<file path="config.mk">
export PLATFORM = sky130hd
export DESIGN_NAME = uart_tx_arbiter
export DESIGN_NICKNAME = d
export VERILOG_FILES = /design/src/rtl/uart_pkg.sv /design/src/rtl/rr_pick.sv /design/src/rtl/uart_tx_arbiter.sv
export SDC_FILE = /design/constraint.sdc
export NUM_CORES = 1
export LEC_CHECK = 0
export BUFFER_PORTS_ARGS = -buffer_cell sky130_fd_sc_hd__buf_2
export CORE_MARGIN = 3
export CORE_UTILIZATION = 40
export DETAILED_ROUTE_END_ITERATION = 8
export PLACE_DENSITY = 0.73
export REMOVE_ABC_BUFFERS = 1
export SETUP_SLACK_MARGIN = 0.05
export SYNTH_ARGS = -nofsm -noshare
export SYNTH_HDL_FRONTEND = slang
export SYNTH_SLANG_ARGS = --single-unit
</file>
<file path="constraint.sdc">
create_clock -name Clock -period 2.1 [get_ports Clock]
set_input_delay 0.21 -clock Clock [delete_from_list [all_inputs] [get_ports Clock]]
set_output_delay 0.21 -clock Clock [all_outputs]
set_load 0.05 [all_outputs]
</file>
<file path="src/rtl/uart_pkg.sv">
// Shared UART-side types and defaults: transmit-arbiter FSM states and timing constants
// for a 10 MHz system clock driving a 9600-baud UART.
package uart_pkg;

  typedef enum logic [1:0] {
    IDLE = 2'd0,
    LOAD = 2'd1,
    WAIT = 2'd2,
    GAP  = 2'd3
  } state_e;

  localparam int DATA_W_DEF      = 8;
  localparam int CLK_PERIOD_NS   = 100;
  localparam int BIT_CYCLES_9600 = 1042;
  // One 10-bit frame is ~10417 cycles; leave more than 2x margin before aborting.
  localparam int TIMEOUT_DEF     = 24000;
  localparam int GAP_DEF         = 2;

endpackage

</file>
<file path="src/rtl/rr_pick.sv">
// Combinational round-robin picker: the first set request strictly after rr_ptr_i,
// wrapping modulo NUM_REQ, so the last winner gets the lowest priority.
module rr_pick #(
  parameter int NUM_REQ = 4,
  parameter int IW      = $clog2(NUM_REQ)
) (
  input  logic [NUM_REQ-1:0] req_valid_i,
  input  logic [IW-1:0]      rr_ptr_i,
  output logic [IW-1:0]      winner_o,
  output logic               any_valid_o
);

  logic [IW:0]   sum;
  logic [IW-1:0] idx;

  // Scan from the farthest offset down so the nearest hit is assigned last and wins.
  always_comb begin
    winner_o    = '0;
    any_valid_o = 1'b0;
    sum         = '0;
    idx         = '0;
    for (int off = NUM_REQ; off >= 1; off--) begin
      sum = {1'b0, rr_ptr_i} + (IW+1)'(off);
      if (sum >= (IW+1)'(NUM_REQ)) begin
        sum = sum - (IW+1)'(NUM_REQ);
      end
      idx = sum[IW-1:0];
      if (req_valid_i[idx]) begin
        winner_o    = idx;
        any_valid_o = 1'b1;
      end
    end
  end

endmodule

</file>
<file path="src/rtl/uart_tx_arbiter.sv">
// Round-robin sharing of one UART transmitter between NUM_REQ byte producers:
// grant, load strobe, wait for TxDone rising edge or watchdog, inter-frame gap.
module uart_tx_arbiter
  import uart_pkg::*;
#(
  parameter int NUM_REQ        = 4,
  parameter int DATA_W         = DATA_W_DEF,
  parameter int TIMEOUT_CYCLES = TIMEOUT_DEF,
  parameter int GAP_CYCLES     = GAP_DEF,
  parameter int IW             = $clog2(NUM_REQ)
) (
  input  logic                        Clock,
  input  logic                        Reset,
  input  logic [NUM_REQ-1:0]          ReqValid,
  input  logic [NUM_REQ*DATA_W-1:0]   ReqData,
  output logic [NUM_REQ-1:0]          ReqReady,
  output logic                        TxDataLoad,
  output logic [DATA_W-1:0]           TxDataIn,
  input  logic                        TxDone,
  output logic                        Busy,
  output logic [IW-1:0]               GrantId,
  output logic                        TimeoutErr,
  output logic [15:0]                 FrameCount,
  output state_e                      DbgState
);

  localparam int CW = $clog2(TIMEOUT_CYCLES + 1);
  localparam int GW = $clog2(GAP_CYCLES + 1);

  // Handshake: a requester holds ReqValid until its one-cycle ReqReady pulse; its byte is
  // sampled only on the grant edge, and ReqValid is ignored outside IDLE.
  state_e                state_q, state_d;
  logic [IW-1:0]         rr_ptr_q, rr_ptr_d;
  logic [DATA_W-1:0]     data_q, data_d;
  logic [IW-1:0]         grant_q, grant_d;
  logic [NUM_REQ-1:0]    ready_q, ready_d;
  logic                  load_q, load_d;
  logic                  tmo_q, tmo_d;
  logic [15:0]           frames_q, frames_d;
  logic [CW-1:0]         cnt_q, cnt_d;
  logic [GW-1:0]         gap_q, gap_d;
  logic                  done_q, done_d;

  logic [DATA_W-1:0]     req_bytes [NUM_REQ];
  logic [IW-1:0]         winner;
  logic                  any_valid;

  for (genvar i = 0; i < NUM_REQ; i++) begin : g_bytes
    assign req_bytes[i] = ReqData[i*DATA_W +: DATA_W];
  end

  rr_pick #(
    .NUM_REQ (NUM_REQ),
    .IW      (IW)
  ) u_rr_pick (
    .req_valid_i (ReqValid),
    .rr_ptr_i    (rr_ptr_q),
    .winner_o    (winner),
    .any_valid_o (any_valid)
  );

  always_comb begin
    state_d  = state_q;
    rr_ptr_d = rr_ptr_q;
    data_d   = data_q;
    grant_d  = grant_q;
    ready_d  = '0;
    load_d   = 1'b0;
    tmo_d    = 1'b0;
    frames_d = frames_q;
    cnt_d    = cnt_q;
    gap_d    = gap_q;
    done_d   = done_q;
    case (state_q)
      IDLE: begin
        if (any_valid) begin
          data_d   = req_bytes[winner];
          grant_d  = winner;
          rr_ptr_d = winner;
          ready_d  = NUM_REQ'(1) << winner;
          load_d   = 1'b1;
          state_d  = LOAD;
        end
      end
      LOAD: begin
        // Capture TxDone here so a level already high is not mistaken for completion.
        cnt_d   = '0;
        done_d  = TxDone;
        state_d = WAIT;
      end
      WAIT: begin
        cnt_d  = cnt_q + CW'(1);
        done_d = TxDone;
        if (TxDone && !done_q) begin
          frames_d = frames_q + 16'd1;
          gap_d    = '0;
          state_d  = GAP;
        end else if (cnt_q == CW'(TIMEOUT_CYCLES - 1)) begin
          tmo_d   = 1'b1;
          gap_d   = '0;
          state_d = GAP;
        end
      end
      GAP: begin
        if (gap_q == GW'(GAP_CYCLES - 1)) begin
          state_d = IDLE;
        end else begin
          gap_d = gap_q + GW'(1);
        end
      end
      default: state_d = IDLE;
    endcase
  end

  always_ff @(posedge Clock or posedge Reset) begin
    if (Reset) begin
      state_q  <= IDLE;
      rr_ptr_q <= IW'(NUM_REQ - 1);
      data_q   <= '0;
      grant_q  <= '0;
      ready_q  <= '0;
      load_q   <= 1'b0;
      tmo_q    <= 1'b0;
      frames_q <= '0;
      cnt_q    <= '0;
      gap_q    <= '0;
      done_q   <= 1'b0;
    end else begin
      state_q  <= state_d;
      rr_ptr_q <= rr_ptr_d;
      data_q   <= data_d;
      grant_q  <= grant_d;
      ready_q  <= ready_d;
      load_q   <= load_d;
      tmo_q    <= tmo_d;
      frames_q <= frames_d;
      cnt_q    <= cnt_d;
      gap_q    <= gap_d;
      done_q   <= done_d;
    end
  end

  assign ReqReady   = ready_q;
  assign TxDataLoad = load_q;
  assign TxDataIn   = data_q;
  assign Busy       = (state_q != IDLE);
  assign GrantId    = grant_q;
  assign TimeoutErr = tmo_q;
  assign FrameCount = frames_q;
  assign DbgState   = state_q;

endmodule
</file>
==> results.ini <==
[detailed_routing]
via_count=2161
vias_per_cell=5.22
routed_wl_mm=5.96
wire_per_inst_um=14.4
first_pass_iters=4
drc_errors=0
ant_nets=0
drtIter0Drc=89

[clock_network]
cts_tree=built
cts_made_buffers=5
htree_levels=2
root_buffer=clkbuf_8
clk_path_buf_depth=2
clkSinkCount=54
insertion_delay_ps=310
clk_pin_slew_ps=100

[worst_hold_path]
min_to=done_q
holdPathStages=2
worstHoldStart=TxDone
hp-class=in -> reg

[finish]
n_antenna_cell=0
fillers=604
ff_latch_area_um2=1350
fin_nets=381
drive_gt1_share_pct=31.8
area_growth_pct=21.8
multi_input_area_um2=1320

[critical_path]
critPathSlowestCell=dfrtp_1
cpPeakStageDelay_ps=420
arrival_ps=2050
criticalPathCategory=reg -> reg
cp-startpoint=cnt_q[0]
worst_r2r_path_depth=6
path_cells=ha_1 > nand3_4 > nor2_8 > a31oi_4 > a211oi_2 > mux2_1
critPathMaxFanout=5
worstReg2RegEnd=DbgState[1]
cp-end-kind=register
required_ps=2290
timing.reg2reg.setup_slack_ps=240
start_kind=register
cp_top_family=flip-flops
crit_buf_inv=0
timing.rr.start=cnt_q[0]

[sta]
slew_violations=0
max_freq_mhz=538
period_minus_slack_ps=1860
worst_pin_slew_ps=563
rsz0062_at_grt=false
clock_skew_ps=8.29
slew_headroom_pct=62.4
tns_ps=0
finalHoldViolCount=0
layout_worst_path_cycle_share_pct=88.5
finalSetupViolCount=0

[yosys]
syn_inst=258
post-synth-top-area-cell=dfrtp_1
synth_fa_ha_area_share_pct=2.71
synth_simple_gate_area_share_pct=19.6
async_reset_ff_share_pct=100
synth_top_family_by_area=simple AND/OR/NAND/NOR gates
synth.top_cell.area_share_pct=47.0
synthTopCellsByCount=dfrtp_1, nand2_1, mux2i_1, nor2_1, nand3_1
synth_compound_area_share_pct=10.3
synth_seq_cells=54
synthMuxAreaShare_pct=7.73
synth_xor_area_share_pct=6.97
synth_seq_area_share_pct=48.9
synth_ff_type=dfrtp_1
synth_cell_types=53
syn_area_per_cell_um2=10.7
yosys-top-cells-area=dfrtp_1, mux2i_1, xnor2_1
synth_edf_count=0
yosysWarnings=0
synth_most_common_cell=dfrtp_1
synth_area_um2=2770

[global_route]
grt_overflow_total=0
antenna_found_initial=0
gr-usage-all-layers_pct=15.5
grt_pass1_wl_mm=9.80
grt_pass1_vias=2155
grt_max_degree=55

[pwr]
finalPower_mw=4.42
p_seq_share_pct=33.7
switching_share_pct=46.3
cellLeakagePower_nw=1.70
power.switching_mw=2.05
intPower_mw=2.38
power_density_nw_per_um2=1310
ir_drop_uv=624
p_clk_share_pct=15.8
combPwrFrac_pct=50.5

[floorplan]
fp.dieArea_um2=7950
pin_count=74
num_rows=29
start_util_pct=42.4
die_h_um=89.2
dieWidth_um=89.2
coreArea_um2=6530

[placement]
place_hpwl_mm=4.50
gp_congestion=0.788
io_buffers=73

[run]
maxCapViolCount=0

[status]
outcome=complete, no violations

worst register-to-register path: cells and delay by family (launching register included):
kind | cells | cell delay [ps]
fa+ha+maj | 1 | 260
mux | 1 | 360
flops | 1 | 420
simple gates | 2 | 340
compound gates | 2 | 380
state kept, by name, summed over array words and instances (netlist names), 2 cells and up:
name        count
GrantId         2
DbgState        2
gap_q           2
TxDataIn        8
ReqReady        4
rr_ptr_q        2
FrameCount     16
cnt_q          15
stage by stage:
| stage | area, um^2 | hold WS [ps] | setup WS (ps) | utilization [%] | cells |
|---|---|---|---|---|---|
| after global placement | 3240 | 282 | 296 | 49.7 | 405 |
| after CTS | 3360 | 175 | 241 | 51.5 | 414 |
| final | 3370 | 175 | 241 | 51.6 | 414 |
| after global routing | 3370 | 181 | 80.4 | 51.6 | 414 |
| after detailed placement | 3240 | 287 | 263 | 49.7 | 405 |
| after floorplan | 2710 | 362 | -71.8 | - | 249 |
power by group through the flow:
stage / clock network, mW / registers [mW] / logic [mW]
3_3_place_gp: 0 / 1.49 / 2.19
3_5_place_dp: 0 / 1.51 / 2.24
6_report: 0.701 / 1.49 / 2.23
4_1_cts: 0.715 / 1.49 / 2.25
2_1_floorplan: 0 / 2.09 / 1.01
5_1_grt: 0.755 / 1.53 / 2.45
worst max path at each step:
stage / end / slack, ps / cells after the start
floorplan: cnt_q[11] / -70 / 7
global placement: DbgState[1] / 300 / 6
detailed placement: DbgState[1] / 260 / 6
CTS: DbgState[1] / 240 / 6
global route: cnt_q[14] / 80 / 5
finish: DbgState[1] / 240 / 6
cell type report:
class	count	share of cell area [%]
inverter	13	1.45
clock inverter	3	1.19
multi-input combinational	182	39.1
clock buffer	5	2.04
sequential	54	40.2
tap	77	2.86
timing repair buffer	80	13.2
repair_timing:
action	CTS	global route
endpoints found under the hold margin	52	0
hold buffers	1	0
setup endpoints to repair	0	1
gates resized for setup	0	1
buffers inserted	0	0
logic make-up (layout without fill, tap and decap cells):
| kind of cell | count (synthesis) | in the layout |
|---|---|---|
| fa+ha+maj | 6 | 6 |
| buf+inv | 22 | 101 |
| xor+xnor | 22 | 22 |
| mux | 21 | 21 |
| flops | 54 | 54 |
| simple gates | 98 | 98 |
| compound gates | 35 | 35 |
cells in the final DEF (no fill, tap or decap), types with 3 or more instances in the layout:
| master | n |
|---|---|
| xnor2_1 | 14 |
| and3_1 | 4 |
| nand4_1 | 9 |
| nand2_1 | 27 |
| nand2b_1 | 3 |
| dfrtp_1 | 52 |
| buf_4 | 4 |
| ha_1 | 6 |
| buf_2 | 73 |
| a21oi_1 | 5 |
| nand3_1 | 16 |
| o221ai_1 | 8 |
| inv_1 | 11 |
| mux2i_1 | 18 |
| xor2_1 | 8 |
| o21ai_0 | 7 |
| nor2_1 | 18 |
| clkbuf_8 | 5 |
layer usage:
metal  share of wire (%)  vias up  global-route usage [%]  wire, um
li1                    -     1062                       -         -
met1                  43     1055                    19.7      2580
met2                  53       38                    26.9      3150
met3                 2.4        6                    2.76       145
met4                 1.4        0                    4.47        81
met5                   0        -                       0         0
Note: power is estimated with default switching activity, not from simulation.
